--- config.mk ---
export PLATFORM = sky130hd
export DESIGN_NAME = alu_shift_seq_flat
export DESIGN_NICKNAME = d
export VERILOG_FILES = /design/src/rtl/alu_shift_seq_if.sv /design/src/rtl/alu_shift_seq.sv /design/src/flat_wrapper.sv
export SDC_FILE = /design/constraint.sdc
export NUM_CORES = 1
export LEC_CHECK = 0
export BUFFER_PORTS_ARGS = -buffer_cell sky130_fd_sc_hd__buf_4
export CAP_MARGIN = 20
export CORE_MARGIN = 1
export CORE_UTILIZATION = 37
export CTS_CLUSTER_DIAMETER = 50
export DETAILED_ROUTE_END_ITERATION = 16
export PLACE_DENSITY = 0.61
export SYNTH_ARGS = -nofsm -noshare
export SYNTH_HDL_FRONTEND = slang
export SYNTH_SLANG_ARGS = --single-unit
export TNS_END_PERCENT = 30
--- constraint.sdc ---
create_clock -name clk -period 2.3 [get_ports clk]
set_input_delay 0.345 -clock clk [delete_from_list [all_inputs] [get_ports clk]]
set_output_delay 0.345 -clock clk [all_outputs]
set_load 0.005 [all_outputs]
--- src/rtl/alu_shift_seq_if.sv ---
// alu_shift_seq_if: request/response bundle for the multi-bit shift sequencer.
// The master side issues shift requests and consumes results; the slave side
// is the sequencer itself. Both handshakes follow valid/ready semantics.
interface alu_shift_seq_if #(
   parameter int data_width = 16,
   parameter int amt_width  = 5
);

   // Request channel
   logic                  in_valid;
   logic                  in_ready;
   logic [data_width-1:0] in_a;
   logic [amt_width-1:0]  in_amt;
   logic [3:0]            in_func;

   // Response channel
   logic                  out_valid;
   logic                  out_ready;
   logic [data_width-1:0] out_c;
   logic                  out_overflow;

   modport master (
      output in_valid,
      output in_a,
      output in_amt,
      output in_func,
      output out_ready,
      input  in_ready,
      input  out_valid,
      input  out_c,
      input  out_overflow
   );

   modport slave (
      input  in_valid,
      input  in_a,
      input  in_amt,
      input  in_func,
      input  out_ready,
      output in_ready,
      output out_valid,
      output out_c,
      output out_overflow
   );

endinterface

--- src/rtl/alu_shift_seq.sv ---
// alu_shift_seq: multi-bit shift sequencer feeding the single-bit ALU shift
// stage. A request (operand, amount, FuncCode) is latched, the one-bit shift
// is applied once per cycle on a working register for min(amount, width)
// cycles, and the result plus an error flag is offered downstream.
//
// Optional feature macro: ALU_SHIFT_ALS_OVF_EN
//   defined   : ALS steps that change the sign bit set a sticky overflow flag
//   undefined : only an unsupported FuncCode raises the flag
module alu_shift_seq #(
   parameter int data_width = 16,
   parameter int amt_width  = 5
) (
   input logic         clk,
   input logic         reset,
   alu_shift_seq_if.slave bus
);

   // FuncCodes understood by the downstream shift stage
   localparam logic [3:0] func_lls = 4'b0100;
   localparam logic [3:0] func_lrs = 4'b0101;
   localparam logic [3:0] func_als = 4'b0110;
   localparam logic [3:0] func_ars = 4'b0111;

   // The counter must hold data_width itself, since larger amounts clamp to it
   localparam int cnt_w = $clog2(data_width + 1);
   localparam int cmp_w = (amt_width > cnt_w) ? amt_width : cnt_w;

   typedef enum logic [1:0] {
      IDLE  = 2'd0,
      SHIFT = 2'd1,
      DONE  = 2'd2
   } state_t;

   state_t                state;
   state_t                state_next;

   logic [data_width-1:0] work;
   logic [data_width-1:0] work_next;
   logic [cnt_w-1:0]      count;
   logic [cnt_w-1:0]      count_next;
   logic [3:0]            func;
   logic [3:0]            func_next;
   logic                  ovf;
   logic                  ovf_next;

   logic [data_width-1:0] shifted;
   logic [cmp_w-1:0]      amt_ext;
   logic [cnt_w-1:0]      amt_clamped;
   logic                  func_ok;

   // Both sides widened to a common width so the clamp compare is exact
   assign amt_ext     = cmp_w'(bus.in_amt);
   assign amt_clamped = (amt_ext >= cmp_w'(data_width)) ? cnt_w'(data_width)
                                                         : cnt_w'(amt_ext);

   assign func_ok = (bus.in_func == func_lls) || (bus.in_func == func_lrs) ||
                    (bus.in_func == func_als) || (bus.in_func == func_ars);

   // One-bit shift of the working register according to the latched FuncCode
   always_comb begin
      shifted = work;
      case (func)
         func_lls, func_als: shifted = {work[data_width-2:0], 1'b0};
         func_lrs:           shifted = {1'b0, work[data_width-1:1]};
         func_ars:           shifted = {work[data_width-1], work[data_width-1:1]};
         default:            shifted = work;
      endcase
   end

   // Next-state, datapath update and handshake outputs
   always_comb begin
      state_next = state;
      work_next  = work;
      count_next = count;
      func_next  = func;
      ovf_next   = ovf;

      bus.in_ready     = (state == IDLE);
      bus.out_valid    = (state == DONE);
      bus.out_c        = work;
      bus.out_overflow = ovf;

      case (state)
         IDLE: begin
            if (bus.in_valid) begin
               func_next  = bus.in_func;
               work_next  = bus.in_a;
               count_next = amt_clamped;
               ovf_next   = 1'b0;
               if (!func_ok) begin
                  // Unsupported code: pass the operand through and flag it
                  ovf_next   = 1'b1;
                  state_next = DONE;
               end else if (amt_clamped == '0) begin
                  state_next = DONE;
               end else begin
                  state_next = SHIFT;
               end
            end
         end

         SHIFT: begin
            work_next  = shifted;
            count_next = count - cnt_w'(1);
`ifdef ALU_SHIFT_ALS_OVF_EN
            // A differing top pair means this step flips the sign
            if ((func == func_als) && (work[data_width-1] != work[data_width-2])) begin
               ovf_next = 1'b1;
            end
`endif
            if (count == cnt_w'(1)) begin
               state_next = DONE;
            end
         end

         DONE: begin
            if (bus.out_ready) begin
               state_next = IDLE;
            end
         end

         default: begin
            state_next = IDLE;
         end
      endcase
   end

   // State register; reset abandons any request in flight
   always_ff @(posedge clk) begin
      if (reset) begin
         state <= IDLE;
      end else begin
         state <= state_next;
      end
   end

   // Working register, step counter, latched FuncCode and error flag
   always_ff @(posedge clk) begin
      if (reset) begin
         work  <= '0;
         count <= '0;
         func  <= '0;
         ovf   <= 1'b0;
      end else begin
         work  <= work_next;
         count <= count_next;
         func  <= func_next;
         ovf   <= ovf_next;
      end
   end

endmodule

--- src/flat_wrapper.sv ---
// flat-port wrapper written by rule: the top's interface ports become plain ports
module alu_shift_seq_flat 
#(
   parameter int data_width = 16,
   parameter int amt_width  = 5
)
  (clk, reset, bus_in_valid, bus_in_a, bus_in_amt, bus_in_func, bus_out_ready, bus_in_ready, bus_out_valid, bus_out_c, bus_out_overflow);
  alu_shift_seq_if #(.data_width(data_width), .amt_width(amt_width)) bus_i ();
  input logic clk;
  input logic reset;
  input wire logic [$bits(bus_i.in_valid)-1:0] bus_in_valid;
  input wire logic [$bits(bus_i.in_a)-1:0] bus_in_a;
  input wire logic [$bits(bus_i.in_amt)-1:0] bus_in_amt;
  input wire logic [$bits(bus_i.in_func)-1:0] bus_in_func;
  input wire logic [$bits(bus_i.out_ready)-1:0] bus_out_ready;
  output wire logic [$bits(bus_i.in_ready)-1:0] bus_in_ready;
  output wire logic [$bits(bus_i.out_valid)-1:0] bus_out_valid;
  output wire logic [$bits(bus_i.out_c)-1:0] bus_out_c;
  output wire logic [$bits(bus_i.out_overflow)-1:0] bus_out_overflow;
  assign bus_i.in_valid = bus_in_valid;
  assign bus_i.in_a = bus_in_a;
  assign bus_i.in_amt = bus_in_amt;
  assign bus_i.in_func = bus_in_func;
  assign bus_i.out_ready = bus_out_ready;
  assign bus_in_ready = bus_i.in_ready;
  assign bus_out_valid = bus_i.out_valid;
  assign bus_out_c = bus_i.out_c;
  assign bus_out_overflow = bus_i.out_overflow;
  alu_shift_seq #(.data_width(data_width), .amt_width(amt_width)) u_core (.clk(clk), .reset(reset), .bus(bus_i));
endmodule
# Yosys cells after proc, flatten, opt, wreduce, memory -nomap -nowiden
# Cells that the tools add are included.
# totals
regBits	28
wordCells	50
inputBits	29
output_inout_bits	19
# classes
eq_ne	17
n_mux	13
n_reduce_logical	12
magnitude_cmp	1
addsub	1
# ops
cell	count
case mux 16 bit (3 select lines)	1
== test 4 x 3 -> 1 bit, second input constant	8
case mux 16 bit (2 select lines)	1
two-way mux 16 bit	1
two-way mux 2 bit	5
two-way mux 5 bit	2
case mux 5 bit (2 select lines)	1
!= test 2 bit, second input constant	3
case mux 2 bit (3 select lines)	1
AND reduction 3 bit	2
== test 5 x 1 -> 1 bit, second input constant	1
greater-or-equal comparator 5 bit, second input constant	1
logical NOT 5 bit	1
subtractor 5 x 1 -> 5 bit, second input constant	1
!= test 4 bit, second input constant	1
AND reduction 2 bit	2
AND reduction 4 bit	1
logical OR 1 bit	3
!= test 3 bit, second input constant	1
== test 2 x 1 -> 1 bit, second input constant	1
== test 2 bit, second input constant	1
logical NOT 2 bit	1
!= test 2 x 1 -> 1 bit, second input constant	1
nonzero test 2 bit	1
other kinds (2)	2

# Longest topological paths before layout
# Gate-level depths: netlist of run 1.
# depth
word_depth	7
ltp_mapped	5
ltp_nobuf	5

# Worst setup path after synthesis of run 1
# Ideal clock, no wire load.
# synth_path
path_type	register -> register
startpoint	register u_core.state[1]
endpoint	register u_core.work[12], in the netlist u_core.bus.out_c[12]
n_path_buf	2
t_arrival_ns	1.283
stages_incl_launch_ff	6
slack_ns	0.899
period_less_slack_ns	1.401
required_time_ns	2.183
setup_ns	0.117
path_cell_list	dfxtp_1 buf_6 nand2b_4 buf_2 or3_1 a32o_1
# synth_via
elab_chain_cells	3
# synth_lines
item	line	text
start, declared	alu_shift_seq.sv:34	state_t state;
start signal, assigned	alu_shift_seq.sv:133	state <= state_next;
== test 2 x 1 -> 1 bit / logical NOT 2 bit (equally long branches)	alu_shift_seq.sv:83	case (state)
!= test 4 bit (no line), or another cell as far along	--	
AND reduction 3 bit (no line)	--	
end signal, assigned	alu_shift_seq.sv:145	work <= work_next;
end, declared	alu_shift_seq.sv:37	logic [data_width-1:0] work;
# Several ways; a longest one is shown, not always the timed one.
# A chain may end at the register's enable or synchronous reset.

# Worst setup path after layout of run 1
# layout_path
startpoint	register u_core.state[0]
endpoint	register u_core.work[9], in the netlist u_core.bus.out_c[9]
# Same word-level chain as after synthesis.

==> reports/metrics.yaml, run 1 <==
outcome:
  status: "completed"
power_and_ir_drop:
  max-vdd-ir-drop_v: 0.0002582
  p_leak_nw: 0.7832
  cellPowerDensity_nw_per_um2: 555.1
  power_mw: 1.147
layout:
  nets: 260
  most-common-layout-cells: "buf_4, dfxtp_1, or3_1"
  multiInputGateArea_sq_um: 991.0
  drive_gt1_share_pct: 27.19
  diodes: 0
  ff_latch_area_sq_um: 560.5
  n_fill_cell: 416
  syn_to_final_growth_pct: 24.49
  final_common_cell: "buf_4"
min_path:
  worstHoldPathCells: 3
  min_path_type: "primary input to flip-flop"
  holdPathEnd: "u_core.func[0]$_SDFFE_PP0P_"
  worstHoldStart: "bus_in_func[0]"
clock_network:
  clock-sinks: 28
  tritoncts: "built"
  post-cts-setup-buffers: 0
  root_buffer: "clkbuf_8"
  clk_path_buf_depth: 2
  worst_skew_pair.late_latency_ns: 0.27
  cts_resized: 0
  cts_buffers: 3
  clk_pin_slew_ns: 0.09
  htree_levels: 1
  hold_buffers: 0
routing:
  via_per_inst: 5.860
  vias: 1629
  wl_mm: 4.388
  drt_pass1_iterations: 4
  drt_iter0_drc: 165
  drtAntennaViolNets: 0
  avgRoutedWirePerCell_um: 15.78
  drc: 0
flow_run:
  max_cap_viol_count: 0
floorplan:
  start_util_pct: 40.07
  coreArea_sq_um: 4144
  fp.dieH_um: 68.99
  die_area_sq_um: 4760
  die_w_um: 68.99
  io_pins: 48
  std_cell_rows: 23
sta:
  skew_ns: 0.001132
  rsz0062_at_grt: "false"
  fin_crit_sh_pct: 80.42
  whs_ns: 0.3055
  hold_violations: 0
  setup_violations: 0
  finalMaxSlewViolations: 0
  max_freq_mhz: 540.7
  setup_slack_ns: 0.4504
  min_period_ns: 1.850
  setup-tns-final_ns: 0
  tightestPinTransition_ns: 0.8298
  slew_headroom_pct: 44.38
global_routing:
  antenna_found_initial: 0
  grt_pass1_wl_mm: 6.975
  overflow: 0
  grt_pass1_vias: 1442
  grt_usage_pct: 19.41
  grt_max_degree: 33
placed_design:
  globalplace.congestion: 0.8542
  pre_cts_slack_ns: 0.4618
  dp_hpwl_mm: 3.201
  portBuffers: 47
worst_setup_path:
  r2r_cells: 3
  r2r-end: "u_core.bus.out_c[9]$_SDFFE_PP0P_"
  cp-startpoint: "u_core.state[0]$_SDFFE_PP0P_"
  reg2reg_from: "u_core.state[0]$_SDFFE_PP0P_"
  start_kind: "flip-flop"
  worstPathMaxFanout: 20
  worstSetupPathType: "flip-flop to flip-flop"
  cp.arrival_ns: 2.06
  worstSetupEndpointType: "flip-flop"
  cp.required_ns: 2.51
  rrSetupSlack_ns: 0.45
synthesis:
  synth_nets: 222
  async_flop_share_pct: 0
  yosys_warnings: 0
  yosysSeqAreaShare_pct: 33.76
  syn_area_sq_um: 1660
  synth_cell_types: 43
  syn_inst: 191
  synth-edff-count: 0
  synth_ff_type: "dfxtp_1"
  avgSynthCellArea_sq_um: 8.693
  ys_ff_latch: 28
==> per-layer routing <==
metal	GRT usage, %	wire length (um)
met1	28.46	2122
met2	30.34	2043
met3	2.138	203
met4	3.827	19
met5	0	0
==> state kept, by name, summed over array words and instances, names as in the netlist <==
register / cells
u_core.state: 2
u_core.bus.out_c: 16
u_core.func: 4
u_core.bus.out_overflow: 1
u_core.count: 5
==> cell type report <==
cell class,instances,share of cell area (%)
repair buffers,50,18.16
multi-input cells,140,47.94
clock buffers,4,2.663
inverters,6,1.090
flip-flops and latches,28,27.12
well taps,50,3.027
==> cell usage after synthesis, types with 3 or more instances <==
| master | n | area, sq um |
|---|---|---|
| dfxtp_1 | 28 | 560.5 |
| or3_1 | 24 | 150.1 |
| nand3b_1 | 17 | 127.6 |
| a32o_1 | 16 | 160.2 |
| a21oi_1 | 14 | 70.07 |
| nor2_1 | 12 | 45.04 |
| clkbuf_1 | 7 | 26.28 |
| inv_1 | 6 | 22.52 |
| nor2b_1 | 6 | 37.54 |
| a211oi_1 | 5 | 37.54 |
| buf_2 | 5 | 25.02 |
| nor3_1 | 5 | 25.02 |
| mux2i_1 | 4 | 40.04 |
| nand3_1 | 4 | 20.02 |
| a311oi_1 | 3 | 26.28 |
| nand2_1 | 3 | 11.26 |
| o21ai_0 | 3 | 15.01 |
==> critical path, cell delays in order, from the launching register on <==
cell and delay [ns]:
dfxtp_1 0.70, nor3b_1 0.17, nor3_2 0.70, a32o_1 0.22
==> how the worst max path moves through the flow <==
stage / endpoint / depth (start not counted)
after CTS: u_core.bus.out_c[11]$_SDFFE_PP0P_ / 3
after detailed placement: u_core.bus.out_c[11]$_SDFFE_PP0P_ / 3
final: u_core.bus.out_c[9]$_SDFFE_PP0P_ / 3
after global routing: u_core.bus.out_c[1]$_SDFFE_PP0P_ / 3
after global placement: u_core.bus.out_c[11]$_SDFFE_PP0P_ / 3
after floorplan: u_core.bus.out_c[12]$_SDFFE_PP0P_ / 5
==> report_power, final <==
group | switching, mW | total, mW | internal, mW
Clock | 0.149 | 0.302 | 0.153
Sequential | 0.0451 | 0.572 | 0.527
Combinational | 0.124 | 0.273 | 0.149
==> cells by family (layout without fill, tap and decap cells) <==
group / count (synthesis) / after routing / synth area share [%]
mux: 5 / 5 / 3.090
flops: 28 / 28 / 33.76
buf+inv: 23 / 60 / 6.555
compound gates: 51 / 51 / 24.27
fa+ha+maj: 2 / 2 / 1.507
simple gates: 82 / 82 / 30.82
==> metrics by stage <==
stage / util, % / cell area, sq um / std cells
after floorplan: - / 1660 / 191
after global placement: 48.55 / 2012 / 274
after detailed placement: 48.55 / 2012 / 274
after CTS: 49.88 / 2067 / 278
after global routing: 49.88 / 2067 / 278
final: 49.88 / 2067 / 278
Power figures use the tool's default switching activity.
==> run 2, diff against run 1 <==
--- a/config.mk
+++ b/config.mk
@@ -11,7 +11,7 @@
 export CORE_UTILIZATION = 37
 export CTS_CLUSTER_DIAMETER = 50
 export DETAILED_ROUTE_END_ITERATION = 16
-export PLACE_DENSITY = 0.61
+export PLACE_DENSITY = 0.64
 export SYNTH_ARGS = -nofsm -noshare
 export SYNTH_HDL_FRONTEND = slang
 export SYNTH_SLANG_ARGS = --single-unit
==> constraint.sdc (replaced) <==
create_clock -name clk -period 1.6 [get_ports clk]
set_input_delay 0.24 -clock clk [delete_from_list [all_inputs] [get_ports clk]]
set_output_delay 0.24 -clock clk [all_outputs]
set_load 0.005 [all_outputs]
==> run 2 against run 1 <==
Net effect: sequential power up 43%; critical path type unchanged; combinational power increased by 53%; sequential share of layout area down 0.86 points; routed wire length is 0.68% higher; fmax is 23% higher; critical path depth rose by 1.
==> reports/metrics.yaml, run 2 (same netlist as run 1, synthesis figures left out) <==
clock_network:
  cts_buffers: 3  # unchanged
  tritoncts: "built"
  clk_pin_slew_ns: 0.09  # about the same
  clk_path_buf_depth: 2  # unchanged
  worst_skew_pair.late_latency_ns: 0.27  # about the same
  htree_levels: 1  # unchanged
  clock-sinks: 28  # unchanged
  hold_buffers: 0  # unchanged
  root_buffer: "clkbuf_8"
routing:
  wl_mm: 4.418  # +0.68%
  vias: 1622  # -0.43%
  drt_iter0_drc: 111  # -33%
  drc: 0  # unchanged
  avgRoutedWirePerCell_um: 15.45  # -2.1%
  drtAntennaViolNets: 0  # unchanged
  via_per_inst: 5.671  # -3.2%
  drt_pass1_iterations: 4  # unchanged
global_routing:
  grt_max_degree: 33  # unchanged
  grt_pass1_vias: 1445  # +0.21%
  antenna_found_initial: 0  # unchanged
  grt_pass1_wl_mm: 6.975  # unchanged
  grt_usage_pct: 19.73  # +0.32 points
  overflow: 0  # unchanged
sta:
  fin_crit_sh_pct: 93.86  # +13 points
  max_freq_mhz: 665.9  # +23%
  hold_violations: 0  # unchanged
  slew_headroom_pct: 62.71  # +18 points
  tightestPinTransition_ns: 0.5575  # -0.2723 ns
  skew_ns: 0.002339  # +0.001207 ns
  setup_violations: 0  # unchanged
  finalMaxSlewViolations: 0  # unchanged
  setup-tns-final_ns: 0  # unchanged
  rsz0062_at_grt: "false"
  min_period_ns: 1.502  # -0.3477 ns
worst_setup_path:
  worstSetupEndpointType: "flip-flop"
  r2r-end: "u_core.bus.out_c[13]$_SDFFE_PP0P_"
  cp-startpoint: "u_core.state[1]$_SDFFE_PP0P_"
  r2r_cells: 4  # +1
  worstPathMaxFanout: 5  # -75%
  start_kind: "flip-flop"
  cp.required_ns: 1.77  # -0.74 ns
  rrSetupSlack_ns: 0.1  # -0.35 ns
  reg2reg_from: "u_core.state[1]$_SDFFE_PP0P_"
  worstSetupPathType: "flip-flop to flip-flop"
  critPathCapture: "u_core.bus.out_c[13]$_SDFFE_PP0P_"
  cp.arrival_ns: 1.68  # -0.38 ns
power_and_ir_drop:
  p_leak_nw: 0.8287  # +5.8%
  max-vdd-ir-drop_v: 0.0005823  # +130%
  cellPowerDensity_nw_per_um2: 783.5  # +41%
layout:
  ff_latch_area_sq_um: 561.8  # +0.22%
  largest_reg_flops: 16  # unchanged
  n_fill_cell: 427  # +2.6%
  finish.utilization_pct: 51.63  # +1.8 points
  multiInputGateArea_sq_um: 1002  # +1.1%
  final_common_cell: "buf_4"
  most-common-layout-cells: "buf_4, dfxtp_1, or3_1"
  diodes: 0  # unchanged
  drive_gt1_share_pct: 30.51  # +3.3 points
  nets: 268  # +3.1%
  syn_to_final_growth_pct: 28.86
placed_design:
  globalplace.congestion: 0.8280  # -3.1%
  dp_hpwl_mm: 3.150  # -1.6%
  portBuffers: 47  # unchanged
floorplan:
  fp.dieH_um: 68.99  # unchanged
  io_pins: 48  # unchanged
  coreArea_sq_um: 4144  # unchanged
  std_cell_rows: 23  # unchanged
  die_w_um: 68.99  # unchanged
  start_util_pct: 40.07  # unchanged
  die_area_sq_um: 4760  # unchanged
min_path:
  min_path_type: "primary input to flip-flop"
flow_run:
  max_cap_viol_count: 0  # unchanged
outcome:
  status: "completed"
[run 2: layout make-up]
cell class / instances / share of cell area (%)
inverter: 6 / 1.053
timing repair buffer: 58 / 20.35
clock buffer: 4 / 2.573
tap: 50 / 2.924
multi-input combinational: 140 / 46.84
sequential: 28 / 26.26
[run 2: repair_timing]
item | 4_1_cts | 5_1_grt
buffers inserted | 0 | 0
endpoints found under the setup margin | 13 | 2
resized for setup | 1 | 2
[run 2: routing by layer]
metal,wire [um],track usage (%)
met2,1952,30.70
met3,260,3.947
met1,2195,28.61
met5,0,0
met4,10,2.296
[run 2: power by group]
group          switching, mW  total (mW)  internal (mW)
registers             0.0582       0.816          0.758
clock network          0.223       0.443          0.221
logic                  0.191       0.417          0.226
total                  0.472        1.68           1.20
[run 2: per-stage QoR]
stage,std cells,power (mW),worst slack (ns),hold slack (ns),area [sq um]
floorplan,191,1.061,0.1991,0.3872,1660
global placement,282,1.240,0.02932,0.4810,2072
detailed placement,282,1.244,-0.002215,0.4852,2072
CTS,286,1.691,0.05780,0.1923,2133
global route,286,1.768,0.02227,0.2225,2140
finish,286,1.676,0.09817,0.1938,2140
[run 2: how the worst min path moves through the flow]
stage                         startpoint                          end  slack, ns  depth (start not counted)
after floorplan           bus_in_func[1]  u_core.func[1]$_SDFFE_PP0P_       0.39                          2
after global placement    bus_in_func[0]  u_core.func[0]$_SDFFE_PP0P_       0.48                          3
after detailed placement  bus_in_func[0]  u_core.func[0]$_SDFFE_PP0P_       0.49                          3
after CTS                 bus_in_func[0]  u_core.func[0]$_SDFFE_PP0P_       0.19                          3
after global routing      bus_in_func[2]  u_core.func[2]$_SDFFE_PP0P_       0.22                          3
final                     bus_in_func[0]  u_core.func[0]$_SDFFE_PP0P_       0.19                          3
[run 2: critical path, cell delays in order, from the launching register on]
cell	delay (ns)
dfxtp_1	0.41
and4bb_1	0.27
buf_4	0.16
or2_2	0.28
o32ai_1	0.27
==> run 3, diff against run 2 <==
--- a/config.mk
+++ b/config.mk
@@ -12,6 +12,8 @@
 export CTS_CLUSTER_DIAMETER = 50
 export DETAILED_ROUTE_END_ITERATION = 16
 export PLACE_DENSITY = 0.64
+export RECOVER_POWER = 100
+export SETUP_SLACK_MARGIN = 0.1
 export SYNTH_ARGS = -nofsm -noshare
 export SYNTH_HDL_FRONTEND = slang
 export SYNTH_SLANG_ARGS = --single-unit
==> run 3 against run 2 <==
Net effect: count of clock-buffer cells in the layout unchanged; register-to-register slack improved by 0.03 ns; sequential power about the same; clock power about the same; design area fell by 0.12%; worst setup slack better by 0.029 ns; sequential cell count unchanged; clock skew fell by 0.00093 ns; fmax increased by 2.0%; total power is 0.14% lower; utilization decreased by 0.060 points; combinational power shrank 1%; largest cell class unchanged; largest power group unchanged.
==> reports/metrics.yaml, run 3 (same netlist as run 1, synthesis figures left out) <==
clock_network:
  htree_levels: 1  # unchanged
  root_buffer: "clkbuf_8"
  clk_path_buf_depth: 2  # unchanged
  clk_pin_slew_ns: 0.10  # about the same
  clock-sinks: 28  # unchanged
  hold_buffers: 0  # unchanged
  cts_buffers: 3  # unchanged
  worst_skew_pair.late_latency_ns: 0.27  # about the same
  post-cts-setup-buffers: 0  # unchanged
  tritoncts: "built"
worst_setup_path:
  cp.arrival_ns: 1.23  # -0.45 ns
  cp_cell_sequence: "clkbuf_2, nor2b_1, buf_4"
  critPathMaxStageDelay_ns: 0.41  # about the same
  worstSetupEndpointType: "output port"
  worstPathMaxFanout: 7  # +2
  cp-startpoint: "u_core.state[1]$_SDFFE_PP0P_"
  start_kind: "flip-flop"
  cpMaxStageDelayCell: "dfxtp_1"
  r2r_cells: 4  # unchanged
  reg2reg_from: "u_core.state[0]$_SDFFE_PP0P_"
  cp.required_ns: 1.36  # -0.41 ns
  worstSetupPathType: "flip-flop to output port"
sta:
  fin_crit_sh_pct: 92.03  # -1.8 points
  slew_headroom_pct: 61.48  # -1.2 points
  whs_ns: 0.1932  # -0.0005980 ns
  setup-tns-final_ns: 0  # unchanged
  hold_violations: 0  # unchanged
  max_freq_mhz: 679.1  # +2.0%
  setup_violations: 0  # unchanged
  tightestPinTransition_ns: 0.5760  # +0.01845 ns
  rsz0062_at_grt: "false"
  finalMaxSlewViolations: 0  # unchanged
  skew_ns: 0.001405  # -0.0009333 ns
  setup_slack_ns: 0.1276  # +0.02938 ns
  min_period_ns: 1.472  # -0.02938 ns
floorplan:
  die_w_um: 68.99  # unchanged
  std_cell_rows: 23  # unchanged
  fp.dieH_um: 68.99  # unchanged
  io_pins: 48  # unchanged
  coreArea_sq_um: 4144  # unchanged
  die_area_sq_um: 4760  # unchanged
  start_util_pct: 40.07  # unchanged
layout:
  largest_reg_flops: 16  # unchanged
  drive_gt1_share_pct: 31.36  # +0.85 points
  final_common_cell: "buf_4"
  nets: 268  # unchanged
  most-common-layout-cells: "buf_4, dfxtp_1, or3_1"
  diodes: 0  # unchanged
  syn_to_final_growth_pct: 28.71
  n_fill_cell: 427  # unchanged
global_routing:
  grt_usage_pct: 19.73  # unchanged
  antenna_found_initial: 0  # unchanged
  grt_pass1_vias: 1445  # unchanged
  grt_pass1_wl_mm: 6.975  # unchanged
  overflow: 0  # unchanged
  grt_max_degree: 33  # unchanged
min_path:
  min_path_type: "primary input to flip-flop"
  worstHoldPathCells: 3  # unchanged
  worstHoldStart: "bus_in_func[0]"
flow_run:
  max_cap_viol_count: 0  # unchanged
routing:
  drc: 0  # unchanged
  drtAntennaViolNets: 0  # unchanged
  wl_mm: 4.440  # +0.50%
  avgRoutedWirePerCell_um: 15.52  # +0.50%
  drt_pass1_iterations: 4  # unchanged
  via_per_inst: 5.615  # -0.99%
  vias: 1606  # -0.99%
  drt_iter0_drc: 79  # -29%
placed_design:
  dp_hpwl_mm: 3.150  # unchanged
  portBuffers: 47  # unchanged
  pre_cts_slack_ns: -0.002215  # unchanged
  globalplace.congestion: 0.8280  # unchanged
outcome:
  status: "completed"
power_and_ir_drop:
  p_leak_nw: 0.8160  # -1.5%
  cellPowerDensity_nw_per_um2: 783.3  # about the same
  max-vdd-ir-drop_v: 0.0005856  # +0.56%
## run 3: critical path: cells and delay by family (launching register included)
| kind | cells | cell delay, ns |
|---|---|---|
| flip-flops | 1 | 0.41 |
| buffers and inverters | 2 | 0.35 |
| AND/OR/NAND/NOR | 1 | 0.20 |
## run 3: final cells by class
| cell class | instances | area, sq um | area share [%] |
|---|---|---|---|
| Clock buffer | 4 | 55.05 | 2.576 |
| Inverter | 6 | 22.52 | 1.054 |
| Multi-Input combinational cell | 140 | 1012 | 47.37 |
| Sequential cell | 28 | 563.0 | 26.35 |
| Tap cell | 50 | 62.56 | 2.927 |
| Timing Repair Buffer | 58 | 421.7 | 19.73 |
## run 3: what timing repair did
item,4_1_cts,5_1_grt
endpoints found under the setup margin,13,24
endpoints found under the hold margin,0,0
resized for setup,1,6
## run 3: path summary, 6_finish.rpt
kind                                                             end  slack [ns]
worst max register to register          u_core.count[2]$_SDFFE_PP0P_        0.13
worst min-delay path                     u_core.func[0]$_SDFFE_PP0P_        0.19
worst max-delay path                                   bus_out_valid        0.13
worst min register to register  u_core.bus.out_overflow$_SDFFE_PP0P_        0.51
## run 3: power breakdown
group	switching (mW)	internal [mW]
Sequential	0.0573	0.758
Combinational	0.193	0.220
Clock	0.225	0.221
## run 3: stage by stage
stage | std cells | power [mW] | utilization [%] | area [sq um]
after floorplan | 191 | 1.061 | - | 1660
after global placement | 282 | 1.240 | 50.00 | 2072
after detailed placement | 282 | 1.244 | 50.00 | 2072
after CTS | 286 | 1.691 | 51.48 | 2133
after global routing | 286 | 1.763 | 51.57 | 2137
final | 286 | 1.674 | 51.57 | 2137
## run 3: per-layer routing
layer	wire [um]	GRT usage, %
met4	10	2.296
met5	0	0
met3	277	3.947
met2	1889	30.70
met1	2263	28.61
